$ cat src/rtl/rf_operand_collector_pkg.sv
// Shared definitions for the register-file operand collector.
// Holds the 2-bit FSM state encoding and the default widths and latency
// used by rf_operand_collector and rf_bypass_mux.
package rf_operand_collector_pkg;

  localparam logic [1:0] ST_IDLE = 2'd0;
  localparam logic [1:0] ST_READ = 2'd1;
  localparam logic [1:0] ST_WAIT = 2'd2;
  localparam logic [1:0] ST_HOLD = 2'd3;

  localparam int DATA_DEF   = 32;
  localparam int ADDR_DEF   = 3;
  localparam int OPW_DEF    = 6;
  localparam int RF_LAT_DEF = 1;

endpackage

$ cat src/rtl/rf_bypass_mux.sv
// Per-operand writeback bypass: compares the writeback register against one
// source register and selects the writeback value on a match.
// Ports:
//   i_wb_valid / i_wb_addr / i_wb_data : writeback being committed this cycle
//   i_rs                               : source register of this operand
//   i_base                             : value used when there is no match
//   o_hit                              : writeback targets i_rs this cycle
//   o_data                             : selected operand value
module rf_bypass_mux
  import rf_operand_collector_pkg::*;
#(
  parameter int DATA = DATA_DEF,
  parameter int ADDR = ADDR_DEF
) (
  input  logic            i_wb_valid,
  input  logic [ADDR-1:0] i_wb_addr,
  input  logic [DATA-1:0] i_wb_data,
  input  logic [ADDR-1:0] i_rs,
  input  logic [DATA-1:0] i_base,
  output logic            o_hit,
  output logic [DATA-1:0] o_data
);

  assign o_hit  = i_wb_valid && (i_wb_addr == i_rs);
  assign o_data = o_hit ? i_wb_data : i_base;

endmodule

$ cat src/rtl/rf_operand_collector.sv
// Operand collector sitting in front of a dual-port register-file BRAM.
// Takes one decoded instruction at a time, reads rs1 on port A and rs2 on
// port B, waits out the RF read latency, forwards writebacks that commit
// after the read was issued, and hands op/rd/operands to execute.
// Writebacks always own port B; a writeback in the READ cycle forces a re-issue.
// Ports:
//   clk, rst                      : clock, synchronous active-high reset
//   in_valid/in_ready, in_op,
//   in_rs1, in_rs2, in_rd         : instruction input handshake and fields
//   rf_a_*                        : RF port A (read-only)
//   rf_b_*                        : RF port B (writeback, else rs2 read)
//   wb_valid, wb_addr, wb_data    : writeback request, always accepted
//   ex_valid/ex_ready, ex_op,
//   ex_rd, ex_opa, ex_opb         : output to execute stage
module rf_operand_collector
  import rf_operand_collector_pkg::*;
#(
  parameter int DATA   = DATA_DEF,
  parameter int ADDR   = ADDR_DEF,
  parameter int OPW    = OPW_DEF,
  parameter int RF_LAT = RF_LAT_DEF
) (
  input  logic            clk,
  input  logic            rst,
  input  logic            in_valid,
  output logic            in_ready,
  input  logic [OPW-1:0]  in_op,
  input  logic [ADDR-1:0] in_rs1,
  input  logic [ADDR-1:0] in_rs2,
  input  logic [ADDR-1:0] in_rd,
  output logic            rf_a_wr,
  output logic [ADDR-1:0] rf_a_addr,
  input  logic [DATA-1:0] rf_a_dout,
  output logic            rf_b_wr,
  output logic [ADDR-1:0] rf_b_addr,
  output logic [DATA-1:0] rf_b_din,
  input  logic [DATA-1:0] rf_b_dout,
  input  logic            wb_valid,
  input  logic [ADDR-1:0] wb_addr,
  input  logic [DATA-1:0] wb_data,
  output logic            ex_valid,
  input  logic            ex_ready,
  output logic [OPW-1:0]  ex_op,
  output logic [ADDR-1:0] ex_rd,
  output logic [DATA-1:0] ex_opa,
  output logic [DATA-1:0] ex_opb
);

  generate
    if (RF_LAT < 1) begin : g_bad_rf_lat
      $error("rf_operand_collector: RF_LAT must be at least 1");
    end
  endgenerate

  localparam int              LCW      = $clog2(RF_LAT) + 1;
  localparam logic [LCW-1:0]  LAT_LOAD = LCW'(RF_LAT - 1);

  logic [1:0]      r_state;
  logic [OPW-1:0]  r_op;
  logic [ADDR-1:0] r_rs1;
  logic [ADDR-1:0] r_rs2;
  logic [ADDR-1:0] r_rd;
  logic [LCW-1:0]  r_lat;
  logic [DATA-1:0] r_opa;
  logic [DATA-1:0] r_opb;
  // Set once a writeback has been forwarded into r_opa/r_opb while waiting,
  // so the stale RF read data no longer wins at capture.
  logic            r_fwd_a;
  logic            r_fwd_b;

  logic            w_wb_go;
  logic            w_hit_a;
  logic            w_hit_b;
  logic [DATA-1:0] w_base_a;
  logic [DATA-1:0] w_base_b;
  logic [DATA-1:0] w_sel_a;
  logic [DATA-1:0] w_sel_b;

  // A writeback arriving during reset is dropped rather than written.
  assign w_wb_go   = wb_valid && !rst;

  assign in_ready  = (r_state == ST_IDLE);
  assign ex_valid  = (r_state == ST_HOLD);
  assign ex_op     = r_op;
  assign ex_rd     = r_rd;
  assign ex_opa    = r_opa;
  assign ex_opb    = r_opb;

  assign rf_a_wr   = 1'b0;
  assign rf_a_addr = r_rs1;
  assign rf_b_wr   = w_wb_go;
  assign rf_b_addr = rst ? '0 : (w_wb_go ? wb_addr : r_rs2);
  assign rf_b_din  = w_wb_go ? wb_data : '0;

  // In HOLD, or after an earlier forward, the register already holds the
  // newest value; otherwise the RF read data is the candidate.
  assign w_base_a = ((r_state == ST_HOLD) || r_fwd_a) ? r_opa : rf_a_dout;
  assign w_base_b = ((r_state == ST_HOLD) || r_fwd_b) ? r_opb : rf_b_dout;

  rf_bypass_mux #(.DATA(DATA), .ADDR(ADDR)) u_byp_a (
    .i_wb_valid (wb_valid),
    .i_wb_addr  (wb_addr),
    .i_wb_data  (wb_data),
    .i_rs       (r_rs1),
    .i_base     (w_base_a),
    .o_hit      (w_hit_a),
    .o_data     (w_sel_a)
  );

  rf_bypass_mux #(.DATA(DATA), .ADDR(ADDR)) u_byp_b (
    .i_wb_valid (wb_valid),
    .i_wb_addr  (wb_addr),
    .i_wb_data  (wb_data),
    .i_rs       (r_rs2),
    .i_base     (w_base_b),
    .o_hit      (w_hit_b),
    .o_data     (w_sel_b)
  );

  always_ff @(posedge clk) begin
    if (rst) begin
      r_state <= ST_IDLE;
      r_op    <= '0;
      r_rs1   <= '0;
      r_rs2   <= '0;
      r_rd    <= '0;
      r_lat   <= '0;
      r_opa   <= '0;
      r_opb   <= '0;
      r_fwd_a <= 1'b0;
      r_fwd_b <= 1'b0;
    end else begin
      case (r_state)
        ST_IDLE: begin
          if (in_valid) begin
            r_op    <= in_op;
            r_rs1   <= in_rs1;
            r_rs2   <= in_rs2;
            r_rd    <= in_rd;
            r_state <= ST_READ;
          end
        end
        // Port B is lost to a same-cycle writeback; retry the read next cycle.
        ST_READ: begin
          if (!wb_valid) begin
            r_lat   <= LAT_LOAD;
            r_fwd_a <= 1'b0;
            r_fwd_b <= 1'b0;
            r_state <= ST_WAIT;
          end
        end
        // The final WAIT cycle (count 0) is the capture cycle.
        ST_WAIT: begin
          r_opa   <= w_sel_a;
          r_opb   <= w_sel_b;
          r_fwd_a <= r_fwd_a | w_hit_a;
          r_fwd_b <= r_fwd_b | w_hit_b;
          if (r_lat == '0) begin
            r_state <= ST_HOLD;
          end else begin
            r_lat <= r_lat - LCW'(1);
          end
        end
        default: begin
          r_opa <= w_sel_a;
          r_opb <= w_sel_b;
          if (ex_ready) begin
            r_state <= ST_IDLE;
          end
        end
      endcase
    end
  end

endmodule

$ cat config.mk
export PLATFORM = sky130hd
export DESIGN_NAME = rf_operand_collector
export DESIGN_NICKNAME = d
export VERILOG_FILES = /design/src/rtl/rf_operand_collector_pkg.sv /design/src/rtl/rf_bypass_mux.sv /design/src/rtl/rf_operand_collector.sv
export SDC_FILE = /design/constraint.sdc
export NUM_CORES = 1
export LEC_CHECK = 0
export CAP_MARGIN = 20
export CELL_PAD_IN_SITES_DETAIL_PLACEMENT = 1
export CELL_PAD_IN_SITES_GLOBAL_PLACEMENT = 2
export CORE_MARGIN = 8
export CORE_UTILIZATION = 23
export CTS_CLUSTER_SIZE = 10
export DETAILED_ROUTE_END_ITERATION = 10
export GPL_ROUTABILITY_DRIVEN = 0
export GPL_TIMING_DRIVEN = 0
export PLACE_DENSITY = 0.91
export RECOVER_POWER = 50
export SLEW_MARGIN = 40
export SYNTH_ARGS = -nofsm -noshare
export SYNTH_HDL_FRONTEND = slang
export SYNTH_HIERARCHICAL = 1
export SYNTH_SLANG_ARGS = --single-unit
$ cat constraint.sdc
create_clock -name clk -period 2 [get_ports clk]
set_input_delay 0.2 -clock clk [delete_from_list [all_inputs] [get_ports clk]]
set_output_delay 0.2 -clock clk [all_outputs]
set_load 0.1 [all_outputs]
==> impl_metrics.ini, run 1 <==
[status]
run_status = completed

[logic_synthesis]
synthMuxAreaShare_pct = 33.6
synth-seq-area-share_pct = 32.6
synthAdderAreaFrac_pct = 0.983
synth_cell_types = 27
syn_inst = 569
synthSimpleGateAreaFrac_pct = 17.6
synth_seq_cells = 83
yosysWarnings = 6
avgSynthCellArea_um2 = 8.95
synth_area_mm2 = 0.00509
synth_top_cell_by_area = dfxtp_1
synth_top_family_by_area = multiplexers
synth-xor-area-share_pct = 1.03
synth_compound_area_share_pct = 8.75
synth-main-ff-cell = dfxtp_1
synthTopCellsByArea = dfxtp_1, mux2_4, mux2_2, nand2_1, a21oi_1
synthTopCellsByCount = nand2_1, dfxtp_1, a21oi_1
synth.most_common_cell = nand2_1
synth_nets = 692
synth_top_area_share_pct = 32.6
ys_async_sr_fraction_pct = 0
synth-edff-count = 0

[timing]
relSlewSlack_pct = 22.7
period_share_pct = 94.5
slew_violations = 0
finalHoldViolCount = 0
hold_slack_ps = 394
fmax_ghz = 0.529
max_slew.worst_pin.slew_ps = 1160
finalSetupViolations = 0
min_period_ps = 1890
fin_worst_skew_ps = 6.25
rsz0062_at_grt = no

[setup_path]
rrSetupSlack_ps = 110
crit_path_end_kind = register
cp.arrival_ps = 2090
worstSetupStartpoint = r_state[1]$_SDFFE_PP0P_
worstSetupPathType = register to register
cp.required_ps = 2210
r2r.worst_path.cells = 7
r2r_start = r_state[1]$_SDFFE_PP0P_
path_max_fanout = 10
worstSetupEndpoint = ex_opa[16]$_SDFFE_PP0N_
start_kind = register
worstReg2RegEnd = ex_opa[16]$_SDFFE_PP0N_

[routing]
wl_um = 20800
wl_per_cell_um = 19.0
drtAntennaViolNets = 0
drtIter0Drc = 172
dr_total_vias = 4864
route.detailed.drc = 0
first_pass_iters = 4
vias_per_cell = 4.44

[finish]
drive_above_1_share_pct = 37.7
fin_nets = 934
n_antenna_cell = 0
final_util_pct = 35.6
syn_to_final_growth_pct = 52.1

[grt]
grt_first_pass_wirelength_um = 31200
grt_pass1_vias = 5186
grt_overflow_total = 0
antenna_found_initial = 0
grt_max_degree = 14
grt_use_total_pct = 15.0

[die]
start_util_pct = 23.4
num_rows = 54
ios = 234
die_width_um = 165
die_area_mm2 = 0.0272
core_area_mm2 = 0.0218
die_h_um = 165

[clock_tree]
numCtsBuffers = 9
cts.sinks = 83
cts_root_buf = clkbuf_16
path_clk_slew_ps = 60
htree_levels = 3
clock_latency_ps = 350
cts_tree = built
cts_buffer_depth = 2

[pwr]
power_leakage_nw = 3.40
power_density_mw_per_mm2 = 1560
ir_drop_uv = 531

[place]
hpwl_um = 16200
port_buffers = 231

[worst_hold_path]
worstHoldStart = in_rs1[0]
worst_hold_path_type = input pin to register

[run]
max_cap_violations = 0
registers in the layout, summed over array words and instances (netlist names):
name       cells
ex_opb        32
r_fwd_b        1
r_state        2
ex_opa        32
r_rs2          3
r_fwd_a        1
ex_rd          3
rf_a_addr      3
ex_op          6
cells in the final DEF, fill, tap and decap left out, types with 12 or more instances in the layout:
| cell type | synthesis | routed |
|---|---|---|
| buf_2 | 22 | 20 |
| clkbuf_2 | 0 | 76 |
| dfxtp_1 | 83 | 80 |
| mux2_4 | 58 | 58 |
| a21oi_1 | 81 | 81 |
| clkdlybuf4s50_1 | 0 | 116 |
| clkbuf_1 | 12 | 13 |
| clkbuf_4 | 0 | 12 |
| buf_6 | 7 | 24 |
| mux2_2 | 70 | 70 |
| nand2_1 | 159 | 159 |
| and2_1 | 33 | 23 |
where the power goes:
group          switching [mW]  internal [mW]  leakage [nW]
combinational            5.90           1.81          2.56
clock                   0.718           1.04         0.153
sequential              0.405           2.18         0.680
total                    7.02           5.03          3.40
layer usage:
layer / track usage [%] / part of all wire, % / up-vias
met3: 5.21 / 8.3 / 21
li1: - / - / 2401
met1: 17.5 / 41 / 2298
met2: 26.1 / 49 / 144
met5: 0 / 0 / -
met4: 3.60 / 1.5 / 0
worst max-delay path: stages (launching register included):
cell,delay (ps)
dfxtp_1,370
ha_4,200
nor2_4,180
buf_4,260
mux2_2,360
mux2_4,260
nand2_1,60
a21oi_1,60
what timing repair did:
| item | 4_1_cts | 5_1_grt |
|---|---|---|
| resized for setup | 78 | 16 |
| hold buffers | 0 | 0 |
| pin swaps | 0 | 0 |
| setup endpoints to repair | 97 | 69 |
| cloned | 0 | 0 |
| setup buffers | 0 | 0 |
cells by family after synthesis:
| group | after synthesis |
|---|---|
| compound gates | 86 |
| xor+xnor | 6 |
| fa+ha+maj | 4 |
| buf+inv | 49 |
| flops | 83 |
| mux | 133 |
| other cells | 1 |
| simple gates | 207 |
per-stage QoR:
stage	std cells	total power, mW	setup WS [ps]	instance area, um2	setup TNS (ps)
floorplan	569	8.67	-16.9	5120	-50.6
global placement	1080	10.8	-1370	7780	-52770
detailed placement	1080	10.4	-720	7210	-31930
CTS	1096	12.3	-51.9	7760	-856
global route	1096	12.7	6.16	7740	0
finish	1096	12.1	111	7740	0
cell type report:
| class | instances | area (um2) |
|---|---|---|
| tap | 280 | 350 |
| timing repair buffer | 231 | 1900 |
| clock buffer | 12 | 256 |
| buffer | 43 | 292 |
| sequential | 83 | 1670 |
| fill | 2557 | 14000 |
| multi-input combinational | 437 | 3210 |
| inverter | 6 | 22.5 |
| clock inverter | 4 | 48.8 |
worst min path at each step:
stage	slack, ps	depth (start not counted)	endpoint
finish	390	3	rf_a_addr[0]$_SDFFE_PP0P_
floorplan	330	2	rf_a_addr[2]$_SDFFE_PP0P_
global route	400	3	rf_a_addr[1]$_SDFFE_PP0P_
detailed placement	450	2	ex_op[5]$_SDFFE_PP0P_
CTS	380	3	rf_a_addr[0]$_SDFFE_PP0P_
global placement	440	2	ex_op[2]$_SDFFE_PP0P_
(Power assumes the default switching activity.)
==> run 2: changes to the inputs <==
- CAP_MARGIN: 20 -> 0
==> results of run 2 <==
Final layout, timing and power as in run 1 (identical DEF).
==> run 3: changes to the inputs <==
- CORE_UTILIZATION: 23 -> 20
- PLACE_DENSITY: 0.91 -> 0.9
- SYNTH_HIERARCHICAL: 1 -> unset
==> run 3 against run 2 <==
Core utilization down 3.1 points. Flip-flop and latch count unchanged. Critical path depth up 1. Cell count fell by 5.1%. Global-route usage up 0.83 points. Sequential share of layout area is 3.1 points higher. Clock skew rose by 3.2 ps.
==> impl_metrics.ini, run 3 <==
[place]
hpwl_um = 16200
dp_worst_setup_slack_ps = -669
port_buffers = 230
dp.cells = 1024

[setup_path]
worstSetupStartpoint = r_state[0]$_SDFFE_PP0P_
r2r_start = r_state[0]$_SDFFE_PP0P_
critPathMostFrequentCell = buf_6
worstReg2RegEnd = ex_opa[25]$_SDFFE_PP0P_
crit_chain = inv_1 -> ha_4 -> or4_4 -> buf_6 -> buf_6 -> nor2_1 -> o21ai_0 -> o221a_2
start_kind = register
crit_slowest_cell = or4_4
slowest_delay_ps = 510
worstSetupPathType = register to register
worstSetupEndpoint = ex_opa[25]$_SDFFE_PP0P_
cp.required_ps = 2240
path_max_fanout = 10
r2r.worst_path.cells = 8
crit_path_end_kind = register
rrSetupSlack_ps = 60
cp.arrival_ps = 2170

[clock_tree]
numCtsBuffers = 9
clock_latency_ps = 340
cts_buffer_depth = 2
htree_levels = 3
cts.sinks = 83
cts_root_buf = clkbuf_16
cts_tree = built
path_clk_slew_ps = 60

[logic_synthesis]
synthTopCellsByArea = dfxtp_1, o221a_2, nor2_1, o21ai_0, and2_1
synth_top_cell_by_area = dfxtp_1
synth-seq-area-share_pct = 39.2
synth_top_area_share_pct = 39.2
synth_cell_types = 27
synth_area_mm2 = 0.00424
synth.most_common_cell = nor2_1
synth_nets = 643
synth_seq_cells = 83
synthTopCellsByCount = nor2_1, dfxtp_1, o21ai_0, o221a_2, nand2_1
yosysWarnings = 0
synth-main-ff-cell = dfxtp_1
avgSynthCellArea_um2 = 8.16
ys_async_sr_fraction_pct = 0
synth-edff-count = 0
syn_inst = 519

[worst_hold_path]
worst_hold_path_type = input pin to register

[finish]
layout_commonest_cell = nor2_1
layout.cells.most_common_list = nor2_1, clkdlybuf4s50_1, clkbuf_2
syn_to_final_growth_pct = 60.4
fin_cells = 1040
n_antenna_cell = 0
drive_above_1_share_pct = 33.2
fin_nets = 884

[status]
run_status = completed

[timing]
fmax_ghz = 0.517
finalSetupViolations = 0
slew_violations = 0
setup_ws_ps = 64.8
min_period_ps = 1940
rsz0062_at_grt = yes
max_slew.worst_pin.slew_ps = 1160
period_share_pct = 96.8
fin_worst_skew_ps = 9.40
relSlewSlack_pct = 22.7
finalHoldViolCount = 0

[die]
core_area_mm2 = 0.0209
start_util_pct = 20.3
ios = 234
num_rows = 53
die_area_mm2 = 0.0261
die_width_um = 162
die_h_um = 162

[grt]
antenna_found_initial = 2
grt_use_total_pct = 15.9
grt_overflow_total = 0
grt_max_degree = 15
grt_first_pass_wirelength_um = 31800
grt_pass1_vias = 5162

[routing]
first_pass_iters = 4
route.detailed.drc = 0
top_layer = met5
drtAntennaViolNets = 0
wl_per_cell_um = 20.2
vias_per_cell = 4.50
dr_total_vias = 4679
routed-wl-met2_um = 10000
wl_met3_um = 1570
route.layer.met1.wl_um = 9240
drtIter0Drc = 250
wl_um = 21000

[pwr]
power_leakage_nw = 2.89
power.total_mw = 12.4
power_density_mw_per_mm2 = 1820
ir_drop_uv = 822

[run]
max_cap_violations = 0
-- run 3: cell types whose count changed in the layout (fill, tap and decap cells not counted), sizes merged, moves of 3 or more --
cell | before | now
a211oi | 3 | 0
a21oi | 81 | 16
buf | 57 | 53
clkbuf | 112 | 124
inv | 6 | 2
mux2 | 128 | 0
nand2 | 159 | 35
nand3 | 0 | 3
nor2 | 6 | 137
o21ai | 0 | 66
o221a | 0 | 64
-- run 3: metrics by stage --
stage          setup TNS [ps]  hold WS [ps]  utilization, %  instance area (um2)
3_5_place_dp           -33230           447            30.4                 6340
5_1_grt                 -94.8           408            32.5                 6790
3_3_place_gp           -54730           441            33.1                 6920
4_1_cts                     0           384            32.2                 6730
6_report                    0           401            32.5                 6790
2_1_floorplan           -1270           329               -                 4270
-- run 3: worst min path at each step --
| stage | startpoint | endpoint | slack, ps | cells past startpoint |
|---|---|---|---|---|
| final | in_op[5] | ex_op[5]$_SDFFE_PP0P_ | 400 | 3 |
| after global routing | in_rs2[1] | r_rs2[1]$_SDFFE_PP0P_ | 410 | 3 |
| after CTS | in_op[5] | ex_op[5]$_SDFFE_PP0P_ | 380 | 3 |
| after detailed placement | ex_op[5]$_SDFFE_PP0P_ | ex_op[5]$_SDFFE_PP0P_ | 450 | 2 |
| after global placement | ex_op[5]$_SDFFE_PP0P_ | ex_op[5]$_SDFFE_PP0P_ | 440 | 2 |
| after floorplan | in_rs1[2] | rf_a_addr[2]$_SDFFE_PP0P_ | 330 | 2 |
-- run 3: routing by layer --
metal,up-vias,global-route usage (%)
met2,152,27.1
li1,2305,-
met4,4,2.99
met5,-,0
met1,2201,19.0
met3,17,5.57
-- run 3: logic make-up (layout without fill, tap and decap cells) --
| logic type | after synthesis | after routing | synth area share (%) |
|---|---|---|---|
| simple gates | 215 | 215 | 21.6 |
| compound gates | 150 | 150 | 28.1 |
| flops | 83 | 83 | 39.2 |
| buf+inv | 55 | 301 | 7.33 |
| xor+xnor | 6 | 6 | 1.24 |
| fa+ha+maj | 5 | 5 | 1.48 |
| mux | 4 | 4 | 0.945 |
| other cells | 1 | 1 | 0.0885 |
-- run 3: cell type report --
type | instances | area (um2)
flip-flops and latches | 83 | 1670
repair buffers | 231 | 1760
inverters | 2 | 7.51
clock buffers | 10 | 229
well taps | 275 | 344
clock inverters | 6 | 114
multi-input cells | 381 | 2320
fillers | 2507 | 14100
plain buffers | 52 | 339
-- run 3: critical path: cells and delay by family (launching register included) --
kind / cells / cell delay, ps
AOI/OAI and AO/OA: 2 / 260
buffers and inverters: 3 / 390
adders and majority gates: 1 / 200
and+or+nand+nor: 2 / 590
DFF: 1 / 370
-- run 3: what timing repair did --
action / 4_1_cts / 5_1_grt
setup buffers: 0 / 1
gates resized for setup: 18 / 29
pin swaps: 0 / 1
gates cloned: 0 / 0
setup endpoints to repair: 100 / 69
hold buffers: 0 / 0
endpoints found under the hold margin: 0 / 0
-- run 3: power by group --
group	switching, mW	internal [mW]	total [mW]	leakage [nW]
Combinational	5.85	2.07	7.92	2.04
Clock	0.739	1.22	1.96	0.159
Sequential	0.297	2.18	2.47	0.688
Total	6.89	5.47	12.4	2.89
